**config.mk**
```make
export PLATFORM = sky130hd
export DESIGN_NAME = mb8_arb
export DESIGN_NICKNAME = d
export VERILOG_FILES = /design/src/rtl/mb8_pkg.sv /design/src/rtl/mb8_arb_rr_arb2.sv /design/src/rtl/mb8_arb.sv
export SDC_FILE = /design/constraint.sdc
export NUM_CORES = 1
export LEC_CHECK = 0
export CAP_MARGIN = 25
export CORE_MARGIN = 2
export CORE_UTILIZATION = 35
export CTS_BUF_LIST = sky130_fd_sc_hd__clkbuf_8
export DETAILED_ROUTE_END_ITERATION = 12
export DONT_BUFFER_PORTS = 1
export SYNTH_ARGS = -nofsm -noshare
export SYNTH_HDL_FRONTEND = slang
export SYNTH_HIERARCHICAL = 1
export SYNTH_SLANG_ARGS = --single-unit
```
**constraint.sdc**
```tcl
create_clock -name clk -period 1.75 [get_ports clk]
set_clock_uncertainty 0.15 [all_clocks]
set_input_delay 0.175 -clock clk [delete_from_list [all_inputs] [get_ports clk]]
set_output_delay 0.175 -clock clk [all_outputs]
set_load 0.005 [all_outputs]
```
**src/rtl/mb8_pkg.sv**
```systemverilog
// mb8_pkg: shared types and sizes for the mb8 memory arbiter slice.
//   ASZ / DSZ : memory address / data width (128 KB, byte-wide)
//   addr_t    : byte address on the memory port
//   st_t      : access sequencer states
//   req_t     : one requester's latched command
package mb8_pkg;

  localparam int unsigned ASZ = 17;
  localparam int unsigned DSZ = 8;

  typedef logic [ASZ-1:0] addr_t;

  typedef enum logic [1:0] {
    IDLE = 2'd0,
    A0   = 2'd1,
    A1   = 2'd2,
    TL   = 2'd3
  } st_t;

  typedef struct packed {
    logic        we;
    logic        wide;
    addr_t       addr;
    logic [15:0] wdata;
  } req_t;

endpackage

```
**src/rtl/mb8_arb_rr_arb2.sv**
```systemverilog
// rr_arb2: two-way round-robin arbiter.
//   clk, rst_n   : clock, synchronous active-low reset
//   req_i[1:0]   : request vector
//   upd_i        : acceptance strobe; the last-grant pointer moves only
//                  when this is high and some request is present
//   gnt_idx_o    : index of the winning requester
//   vld_o        : high when any request is present
// The pointer resets to 1 so requester 0 wins the first tie.
module rr_arb2 (
  input  logic       clk,
  input  logic       rst_n,
  input  logic [1:0] req_i,
  input  logic       upd_i,
  output logic       gnt_idx_o,
  output logic       vld_o
);

  logic last_q;

  always_comb begin
    vld_o = |req_i;
    if (req_i == 2'b11) begin
      gnt_idx_o = ~last_q;
    end else begin
      gnt_idx_o = req_i[1];
    end
  end

  always_ff @(posedge clk) begin
    if (!rst_n) begin
      last_q <= 1'b1;
    end else if (upd_i && vld_o) begin
      last_q <= gnt_idx_o;
    end
  end

endmodule

```
**src/rtl/mb8_arb.sv**
```systemverilog
// mb8_arb: two-requester arbiter and access sequencer for a byte-wide
// single-port memory with registered read data.
//   clk, rst_n        : clock, synchronous active-low reset
//   req_i/we_i/wide_i : per-requester request, write enable, 16-bit size
//   addr_i, wdata_i   : per-requester byte address and write data
//   ack_o, rdata_o    : one-cycle completion strobe and read data
//   busy_o            : sequencer not idle
//   mem_ai/mem_vi/mem_we/mem_vo : memory master port
// 16-bit cells are big-endian: high byte at addr, low byte at addr+1.
module mb8_arb
  import mb8_pkg::*;
#(
  parameter int unsigned ASZ = mb8_pkg::ASZ,
  parameter int unsigned DSZ = mb8_pkg::DSZ
) (
  input  logic                  clk,
  input  logic                  rst_n,
  input  logic [1:0]            req_i,
  input  logic [1:0]            we_i,
  input  logic [1:0]            wide_i,
  input  logic [1:0][ASZ-1:0]   addr_i,
  input  logic [1:0][2*DSZ-1:0] wdata_i,
  output logic [1:0]            ack_o,
  output logic [2*DSZ-1:0]      rdata_o,
  output logic                  busy_o,
  output logic [ASZ-1:0]        mem_ai,
  output logic [DSZ-1:0]        mem_vi,
  output logic                  mem_we,
  input  logic [DSZ-1:0]        mem_vo
);

  st_t                st_q, st_d;
  logic               we_q, wide_q, gnt_q;
  logic [ASZ-1:0]     addr_q;
  logic [2*DSZ-1:0]   wdata_q;
  logic [DSZ-1:0]     hi_q;
  logic               gnt_idx, gnt_vld, accept;

  assign accept = (st_q == IDLE) && gnt_vld;

  rr_arb2 u_rr (
    .clk       (clk),
    .rst_n     (rst_n),
    .req_i     (req_i),
    .upd_i     (st_q == IDLE),
    .gnt_idx_o (gnt_idx),
    .vld_o     (gnt_vld)
  );

  always_ff @(posedge clk) begin
    if (!rst_n) begin
      st_q    <= IDLE;
      we_q    <= 1'b0;
      wide_q  <= 1'b0;
      gnt_q   <= 1'b0;
      addr_q  <= '0;
      wdata_q <= '0;
      hi_q    <= '0;
    end else begin
      st_q <= st_d;
      if (accept) begin
        we_q    <= we_i[gnt_idx];
        wide_q  <= wide_i[gnt_idx];
        addr_q  <= addr_i[gnt_idx];
        wdata_q <= wdata_i[gnt_idx];
        gnt_q   <= gnt_idx;
      end
      // mem_vo in A1 carries the byte addressed during A0 (the high byte)
      if (st_q == A1) begin
        hi_q <= mem_vo;
      end
    end
  end

  always_comb begin
    st_d    = st_q;
    mem_ai  = addr_q;
    mem_vi  = '0;
    mem_we  = 1'b0;
    ack_o   = '0;
    rdata_o = '0;
    busy_o  = (st_q != IDLE);
    unique case (st_q)
      IDLE: begin
        if (gnt_vld) st_d = A0;
      end
      A0: begin
        mem_we = we_q;
        mem_vi = wide_q ? wdata_q[2*DSZ-1:DSZ] : wdata_q[DSZ-1:0];
        st_d   = wide_q ? A1 : TL;
      end
      A1: begin
        mem_ai = addr_q + ASZ'(1);
        mem_we = we_q;
        mem_vi = wdata_q[DSZ-1:0];
        st_d   = TL;
      end
      TL: begin
        if (wide_q) mem_ai = addr_q + ASZ'(1);
        ack_o[gnt_q] = 1'b1;
        rdata_o      = wide_q ? {hi_q, mem_vo} : {{DSZ{1'b0}}, mem_vo};
        st_d         = IDLE;
      end
      default: st_d = IDLE;
    endcase
    // A reset arriving mid-access must suppress the write on that same
    // edge, so the strobe is qualified by rst_n rather than waiting for state.
    if (!rst_n) mem_we = 1'b0;
  end

endmodule

```
==> insert_results.sql, run 1 <==
INSERT INTO impl_metrics (metric_group, metric, value, unit) VALUES
('timing', 'final-max-slew-violation-count', '0', ''),
('clock_network', 'cts.reportedPaths.clkPinSlew', '0.09', 'ns'),
('logic_synthesis', 'ys_seq_elements', '47', ''),
('timing', 'clock.fmax', '503', 'MHz'),
('setup_path', 'timing.critical_path.cells', 'inv_2 > ha_4 > buf_4 > or2_4 > a22oi_2 > nor2b_1', ''),
('route', 'met3_wirelength', '476', 'um'),
('final_layout', 'final_cell_area', '4440', 'sq um'),
('status', 'failed_checks', 'setup timing', ''),
('power', 'vdd_drop_max', '0.000502', 'V'),
('clock_network', 'clock_tree_root_driver_cell', 'sky130_fd_sc_hd__clkbuf_8', ''),
('setup_path', 'crit_path_top_delay_cell', 'sky130_fd_sc_hd__dfxtp_4', ''),
('setup_path', 'crit_path_end_kind', 'output port', ''),
('final_layout', 'final_net_count', '497', ''),
('placement', 'detailedPlacementHpwl', '5290', 'um'),
('placement', 'port-buffer-count', '0', ''),
('floorplanning', 'die_w', '94.1', 'um'),
('final_layout', 'most_frequent_standard_cell_in_the_layout_excluding_fill_and_tap_cells', 'sky130_fd_sc_hd__dlygate4sd3_1', ''),
('timing', 'grt_setup_unrepaired', 'yes', ''),
('logic_synthesis', 'netlist-cell-type-count', '37', ''),
('power', 'power.leakage', '2.04', 'nW'),
('global_routing', 'grt_pass1_vias', '2856', ''),
('route', 'drt-total-wl', '8900', 'um'),
('global_routing', 'grt_start_max_net_pins', '48', ''),
('final_layout', 'final_layout_size_suffix_gt1_frac', '0.280', ''),
('setup_path', 'timing.setup.critical_path_class', 'register to output port', ''),
('floorplanning', 'start_util', '0.364', ''),
('placement', 'placement.cell_area', '3180', 'sq um'),
('final_layout', 'nFillCells', '664', ''),
('floorplanning', 'rows', '32', ''),
('global_routing', 'grt_first_pass_wirelength', '13900', 'um'),
('clock_network', 'cts_inserted_buffers', '5', ''),
('logic_synthesis', 'synth_cells', '317', ''),
('timing', 'final_min_period_over_clock_period', '1.14', ''),
('worst_hold_path', 'holdPathEnd', 'addr_q[1]$_SDFFE_PN0P_', ''),
('setup_path', 'worstPathRequired', '1.42', 'ns'),
('logic_synthesis', 'syn-cell-area', '2840', 'sq um'),
('route', 'drcViolationCount', '0', ''),
('floorplanning', 'design.portCount', '127', ''),
('clock_network', 'cts.sink_count', '47', ''),
('route', 'dr.first_iter.drc_count', '152', ''),
('clock_network', 'insertion_delay', '0.31', 'ns'),
('power', 'power_per_cell_area', '1290', 'nW/um^2'),
('logic_synthesis', 'synthAdderAreaFrac', '0.0220', ''),
('logic_synthesis', 'yosysWarnings', '6', ''),
('worst_hold_path', 'timing.hold.worst_path_depth', '3', ''),
('clock_network', 'cts_tree', 'yes', ''),
('logic_synthesis', 'syn-num-nets', '404', ''),
('final_layout', 'antenna-diode-count', '0', ''),
('timing', 'fin_ws', '-0.238', 'ns'),
('logic_synthesis', 'post_synth_simple_gate_area', '0.214', ''),
('logic_synthesis', 'seq_area_frac_synth', '0.331', ''),
('setup_path', 'crit-reg2reg-launch', 'st_q[0]$_SDFFE_PN0P_', ''),
('timing', 'tightest_slew', '0.326', 'ns'),
('global_routing', 'gr-total-overflow', '0', ''),
('clock_network', 'clock_tree.htree_level_count', '2', ''),
('timing', 'report.final.hold_viol_count', '0', ''),
('timing', 'setup_viol', '25', ''),
('floorplanning', 'die_area', '8850', 'sq um'),
('route', 'drt_pre_antenna_iters', '4', ''),
('floorplanning', 'floorplan.core_area', '7810', 'sq um'),
('final_layout', 'areaGrowthSynthToFinish', '56.3', '%'),
('power', 'finalPower', '0.00574', 'W'),
('logic_synthesis', 'yosys.area_share.xor_xnor', '0', ''),
('setup_path', 'r2r_setup_slack', '0.11', 'ns'),
('logic_synthesis', 'synthMuxAreaShare', '0.166', ''),
('route', 'antenna_left', '0', ''),
('timing', 'worst_slew_margin_rel', '0.781', ''),
('setup_path', 'worst_path_maximum_fanout', '8', ''),
('global_routing', 'global_route.usage.total', '0.201', ''),
('worst_hold_path', 'holdCritPathClass', 'input port to register', ''),
('status', 'outcome', 'finished, violations left', '');
flip-flops by register name, indices dropped and copies added (netlist names):
name and flops:
addr_q 17, gnt_q 1, hi_q 8, st_q 2, u_rr/last_q 1, wdata_q 16
we_q 1, wide_q 1
worst min-delay path: cells and delay by family:
kind	cells	cell delay [ns]
compound gates	1	0.13
mux	1	0.05
simple gates	1	0.07
routing by layer:
layer	GRT usage	vias up
li1	-	1351
met5	0	-
met3	0.0377	25
met1	0.232	1370
met2	0.362	118
met4	0.0797	0
cell usage after synthesis, drive strengths merged:
master / count / area [sq um]
nand4: 4 / 31.3
nor2b: 21 / 131
o31ai: 4 / 30.0
and4: 1 / 8.76
and3: 10 / 62.6
nand3: 6 / 30.0
nor4: 3 / 31.3
o21ai: 9 / 48.8
nand2: 43 / 161
a41oi: 1 / 8.76
nor3: 2 / 10.0
nor2: 3 / 11.3
ha: 5 / 62.6
or2: 4 / 25.0
mux2i: 46 / 460
o22a: 1 / 8.76
nand4bb: 2 / 22.5
a21boi: 1 / 7.51
mux2: 1 / 11.3
a21oi: 9 / 45.0
o41ai: 1 / 16.3
and2: 11 / 68.8
clkbuf: 14 / 52.6
o311a: 1 / 10.0
inv: 4 / 15.0
o211a: 35 / 350
dfxtp: 47 / 941
nand2b: 2 / 12.5
a31oi: 5 / 31.3
a22oi: 8 / 60.1
buf: 10 / 50.1
a22o: 1 / 8.76
o211ai: 1 / 7.51
a21o: 1 / 7.51
area by class of cell:
type,count,area (sq um),share of cell area
well taps,102,128,0.0287
flip-flops and latches,47,962,0.217
inverters,4,17.5,0.00394
clock buffers,5,68.8,0.0155
multi-input cells,242,2130,0.480
repair buffers,110,1080,0.244
clock inverters,3,47.5,0.0107
what timing repair did:
item	in CTS	in global routing
buffers inserted	5	1
resized for setup	66	22
pin swaps	23	10
hold buffers	71	0
setup endpoints to repair	26	35
hold endpoints to repair	47	0
through the flow:
| stage | std cells | utilization | setup WS, ns | hold slack [ns] |
|---|---|---|---|---|
| global route | 513 | 0.569 | -0.314 | 0.0112 |
| detailed placement | 429 | 0.408 | -0.0782 | 0.0934 |
| floorplan | 317 | - | 0.0159 | 0.0842 |
| finish | 513 | 0.569 | -0.238 | 0.000868 |
| global placement | 429 | 0.408 | -0.0282 | 0.0969 |
| CTS | 513 | 0.559 | -0.228 | 0.00122 |
where the power goes:
| part | internal [W] | switching [W] | total, W |
|---|---|---|---|
| combinational | 0.00155 | 0.00156 | 0.00311 |
| sequential | 0.00145 | 0.000347 | 0.00180 |
| clock | 0.000434 | 0.000404 | 0.000837 |
| total | 0.00344 | 0.00231 | 0.00574 |
cells by family (layout without fill, tap and decap cells):
logic type,after synthesis,in the layout
buf+inv,28,122
simple gates,112,112
flops,47,47
compound gates,78,78
mux,47,47
fa+ha+maj,5,5
how the worst max path moves through the flow:
| stage | endpoint | depth (start not counted) | slack (ns) |
|---|---|---|---|
| CTS | mem_ai[16] | 5 | -0.23 |
| floorplan | mem_ai[16] | 6 | 0.02 |
| detailed placement | mem_ai[16] | 5 | -0.08 |
| finish | mem_vi[3] | 6 | -0.24 |
| global placement | mem_vi[3] | 6 | -0.03 |
| global route | mem_ai[7] | 6 | -0.31 |
Power figures use the tool's default switching activity.
==> run 2, diff against run 1 <==
--- a/config.mk
+++ b/config.mk
@@ -6,7 +6,7 @@
 export NUM_CORES = 1
 export LEC_CHECK = 0
 export CAP_MARGIN = 25
-export CORE_MARGIN = 2
+export CORE_MARGIN = 8
 export CORE_UTILIZATION = 35
 export CTS_BUF_LIST = sky130_fd_sc_hd__clkbuf_8
 export DETAILED_ROUTE_END_ITERATION = 12
==> run 2 against run 1 <==
  * The run still ends with setup timing left
  * Maximum frequency shrank 1.7%
  * Sequential power is essentially flat
  * Setup slack lost 0.034 ns
  * First-iteration DRC count shrank 24%
  * Clock power grew 13%
  * Total power grew 1.9%
  * Cell count shrank 1.9%
  * Highest routed layer unchanged
  * Global-route usage shrank 4.2 points
  * Routed wire length grew 7.3%
  * Sequential cell count is the same
  * Utilization shrank 2.8 points
==> insert_results.sql, run 2 (same netlist as run 1, synthesis figures left out) <==
INSERT INTO impl_metrics (metric_group, metric, value, unit) VALUES
('status', 'outcome', 'finished, violations left', ''),
('status', 'failed_checks', 'setup timing', ''),
('setup_path', 'r2r_cells', '7', ''),
('power', 'p_sw', '0.00228', 'W'),
('setup_path', 'crit_path_top_delay_cell', 'sky130_fd_sc_hd__dfxtp_4', ''),
('setup_path', 'arrival', '1.70', 'ns'),
('floorplanning', 'die_w', '106', 'um'),
('clock_network', 'clock_tree.htree_level_count', '2', ''),
('final_layout', 'top_register', 'addr_q', ''),
('floorplanning', 'die_area', '11300', 'sq um'),
('route', 'antenna_left', '0', ''),
('power', 'finalPower', '0.00585', 'W'),
('clock_network', 'cts.reportedPaths.clkPinSlew', '0.08', 'ns'),
('route', 'via_per_inst', '5.46', ''),
('clock_network', 'maximum_clock_path_buffer_count', '2', ''),
('power', 'vdd_drop_max', '0.000494', 'V'),
('placement', 'detailedPlacementHpwl', '6110', 'um'),
('placement', 'placement.cell_area', '3220', 'sq um'),
('final_layout', 'largest_register_ff_count', '17', ''),
('final_layout', 'antenna-diode-count', '0', ''),
('floorplanning', 'design.portCount', '127', ''),
('route', 'routedWlPerCell', '19.0', 'um'),
('final_layout', 'final_cell_area', '4350', 'sq um'),
('global_routing', 'gr-total-overflow', '0', ''),
('timing', 'fin_ws', '-0.272', 'ns'),
('floorplanning', 'dieHeight', '106', 'um'),
('setup_path', 'critical_path.startpoint_type', 'register', ''),
('global_routing', 'grt_pass1_vias', '2894', ''),
('final_layout', 'final_layout_size_suffix_gt1_frac', '0.312', ''),
('floorplanning', 'rows', '33', ''),
('power', 'power.leakage', '1.97', 'nW'),
('setup_path', 'crit_path_end_kind', 'output port', ''),
('power', 'pwr-share-comb', '0.532', ''),
('setup_path', 'timing.setup.critical_path_class', 'register to output port', ''),
('power', 'power_per_cell_area', '1340', 'nW/um^2'),
('floorplanning', 'floorplan.core_area', '8050', 'sq um'),
('timing', 'clock.fmax', '495', 'MHz'),
('timing', 'worst_slew_margin_rel', '0.775', ''),
('timing', 'final_min_period_over_clock_period', '1.16', ''),
('power', 'clock_power_share', '0.161', ''),
('final_layout', 'final_util', '0.540', ''),
('final_layout', 'most_frequent_standard_cell_in_the_layout_excluding_fill_and_tap_cells', 'sky130_fd_sc_hd__dlygate4sd3_1', ''),
('placement', 'port-buffer-count', '0', ''),
('global_routing', 'grt_start_max_net_pins', '48', ''),
('final_layout', 'layout_top_registers', 'addr_q x17, wdata_q x16, hi_q x8', ''),
('setup_path', 'crit_path_max_incr_delay', '0.38', 'ns'),
('route', 'drt-total-wl', '9550', 'um'),
('global_routing', 'antenna_found_initial', '0', ''),
('timing', 'final-max-slew-violation-count', '0', ''),
('clock_network', 'insertion_delay', '0.30', 'ns'),
('timing', 'setup_viol', '26', ''),
('worst_hold_path', 'holdCritPathClass', 'input port to register', ''),
('setup_path', 'timing.critical_path.cells', 'ha_4 > nand4_4 > buf_4 > nor3_4 > a21oi_2 > a31oi_2', ''),
('worst_hold_path', 'timing.hold.worst_path_depth', '3', ''),
('power', 'sw_frac_of_total', '0.390', ''),
('timing', 'grt_setup_unrepaired', 'yes', ''),
('power', 'seq_power_share', '0.307', ''),
('timing', 'period_needed', '2.02', 'ns'),
('clock_network', 'cts.sink_count', '47', ''),
('timing', 'tightest_slew', '0.335', 'ns'),
('final_layout', 'final_net_count', '484', ''),
('placement', 'dp_slack', '-0.166', 'ns'),
('final_layout', 'leading_cell_types_in_the_layout_fill_and_taps_excluded', 'sky130_fd_sc_hd__dlygate4sd3_1, sky130_fd_sc_hd__mux2i_1, sky130_fd_sc_hd__nand2_1', ''),
('clock_network', 'clock_tree_root_driver_cell', 'sky130_fd_sc_hd__clkbuf_8', ''),
('setup_path', 'worst_path_maximum_fanout', '5', ''),
('timing', 'hold-worst-slack', '0.00806', 'ns'),
('route', 'drcViolationCount', '0', ''),
('clock_network', 'cts_tree', 'yes', ''),
('route', 'dr.first_iter.drc_count', '115', ''),
('placement', 'finalWeightedCongestion', '0.807', ''),
('floorplanning', 'start_util', '0.353', ''),
('power', 'p_int', '0.00357', 'W'),
('global_routing', 'global_route.usage.total', '0.159', ''),
('global_routing', 'grt_first_pass_wirelength', '14600', 'um'),
('clock_network', 'cts_inserted_buffers', '5', ''),
('route', 'drt_pre_antenna_iters', '4', ''),
('job', 'max-cap-violations', '0', ''),
('final_layout', 'nFillCells', '688', ''),
('route', 'dr_total_vias', '2746', ''),
('timing', 'report.final.hold_viol_count', '0', ''),
('final_layout', 'areaGrowthSynthToFinish', '53.2', '%'),
('setup_path', 'worstPathRequired', '1.42', 'ns');
==> run 2: cell count changes in the layout (fill, tap and decap cells not counted), moves of 3 or more <==
cell,delta
sky130_fd_sc_hd__buf_4,+3
sky130_fd_sc_hd__a31oi_2,+3
sky130_fd_sc_hd__and3_1,-3
sky130_fd_sc_hd__a31oi_1,-4
sky130_fd_sc_hd__dlygate4sd3_1,-18
sky130_fd_sc_hd__dfxtp_1,+7
sky130_fd_sc_hd__and3_4,+3
sky130_fd_sc_hd__dfxtp_2,-9
==> run 2: path summary, 6_finish.rpt <==
| kind | from | end | slack [ns] |
|---|---|---|---|
| worst min register to register | we_q$_SDFFE_PN0P_ | we_q$_SDFFE_PN0P_ | 0.36 |
| worst max-delay path | addr_q[0]$_SDFFE_PN0P_ | mem_ai[12] | -0.27 |
| worst min-delay path | addr_i[11] | addr_q[11]$_SDFFE_PN0P_ | 0.008 |
| worst max register to register | st_q[0]$_SDFFE_PN0P_ | gnt_q$_SDFFE_PN0P_ | 0.14 |
==> run 2: final cells by class <==
cell class              count  area, sq um  area share
flip-flops and latches     47          958       0.220
inverters                   4         17.5     0.00403
clock inverters             3         67.6      0.0155
clock buffers               5         68.8      0.0158
repair buffers             97          950       0.218
multi-input cells         242         2160       0.496
well taps                 105          131      0.0302
==> run 2: layer usage <==
layer | wire length [um] | track usage
met4 | 341 | 0.0844
met1 | 3820 | 0.176
met3 | 634 | 0.0508
met2 | 4750 | 0.268
met5 | 0 | 0
==> run 2: metrics by stage <==
stage / instances / TNS [ns]
after floorplan: 317 / 0
after global placement: 435 / -0.0776
after detailed placement: 435 / -0.835
after CTS: 500 / -4.23
after global routing: 503 / -6.50
final: 503 / -4.53
==> run 2: power groups by stage <==
stage | Clock [W] | Sequential [W] | Combinational [W]
after floorplan | 0 | 0.00167 | 0.00154
after CTS | 0.000983 | 0.00177 | 0.00293
final | 0.000943 | 0.00179 | 0.00311
after detailed placement | 0 | 0.00169 | 0.00243
after global routing | 0.00104 | 0.00184 | 0.00337
after global placement | 0 | 0.00168 | 0.00240
==> run 2: worst max-delay path: cells and delay by family, from the launching register on <==
family                   cells  cell delay, ns
buffers and inverters        1            0.19
AND/OR/NAND/NOR              2            0.36
adder cells (fa/ha/maj)      1            0.15
AO/OA/AOI/OAI                2            0.32
flip-flops                   1            0.38
==> run 2: repair_timing <==
| action | CTS | global route |
|---|---|---|
| hold buffers | 53 | 0 |
| buffers inserted | 5 | 4 |
| endpoints found under the hold margin | 47 | 0 |
| gates resized for setup | 68 | 24 |
| endpoints found under the setup margin | 26 | 29 |
| pin swaps | 19 | 9 |
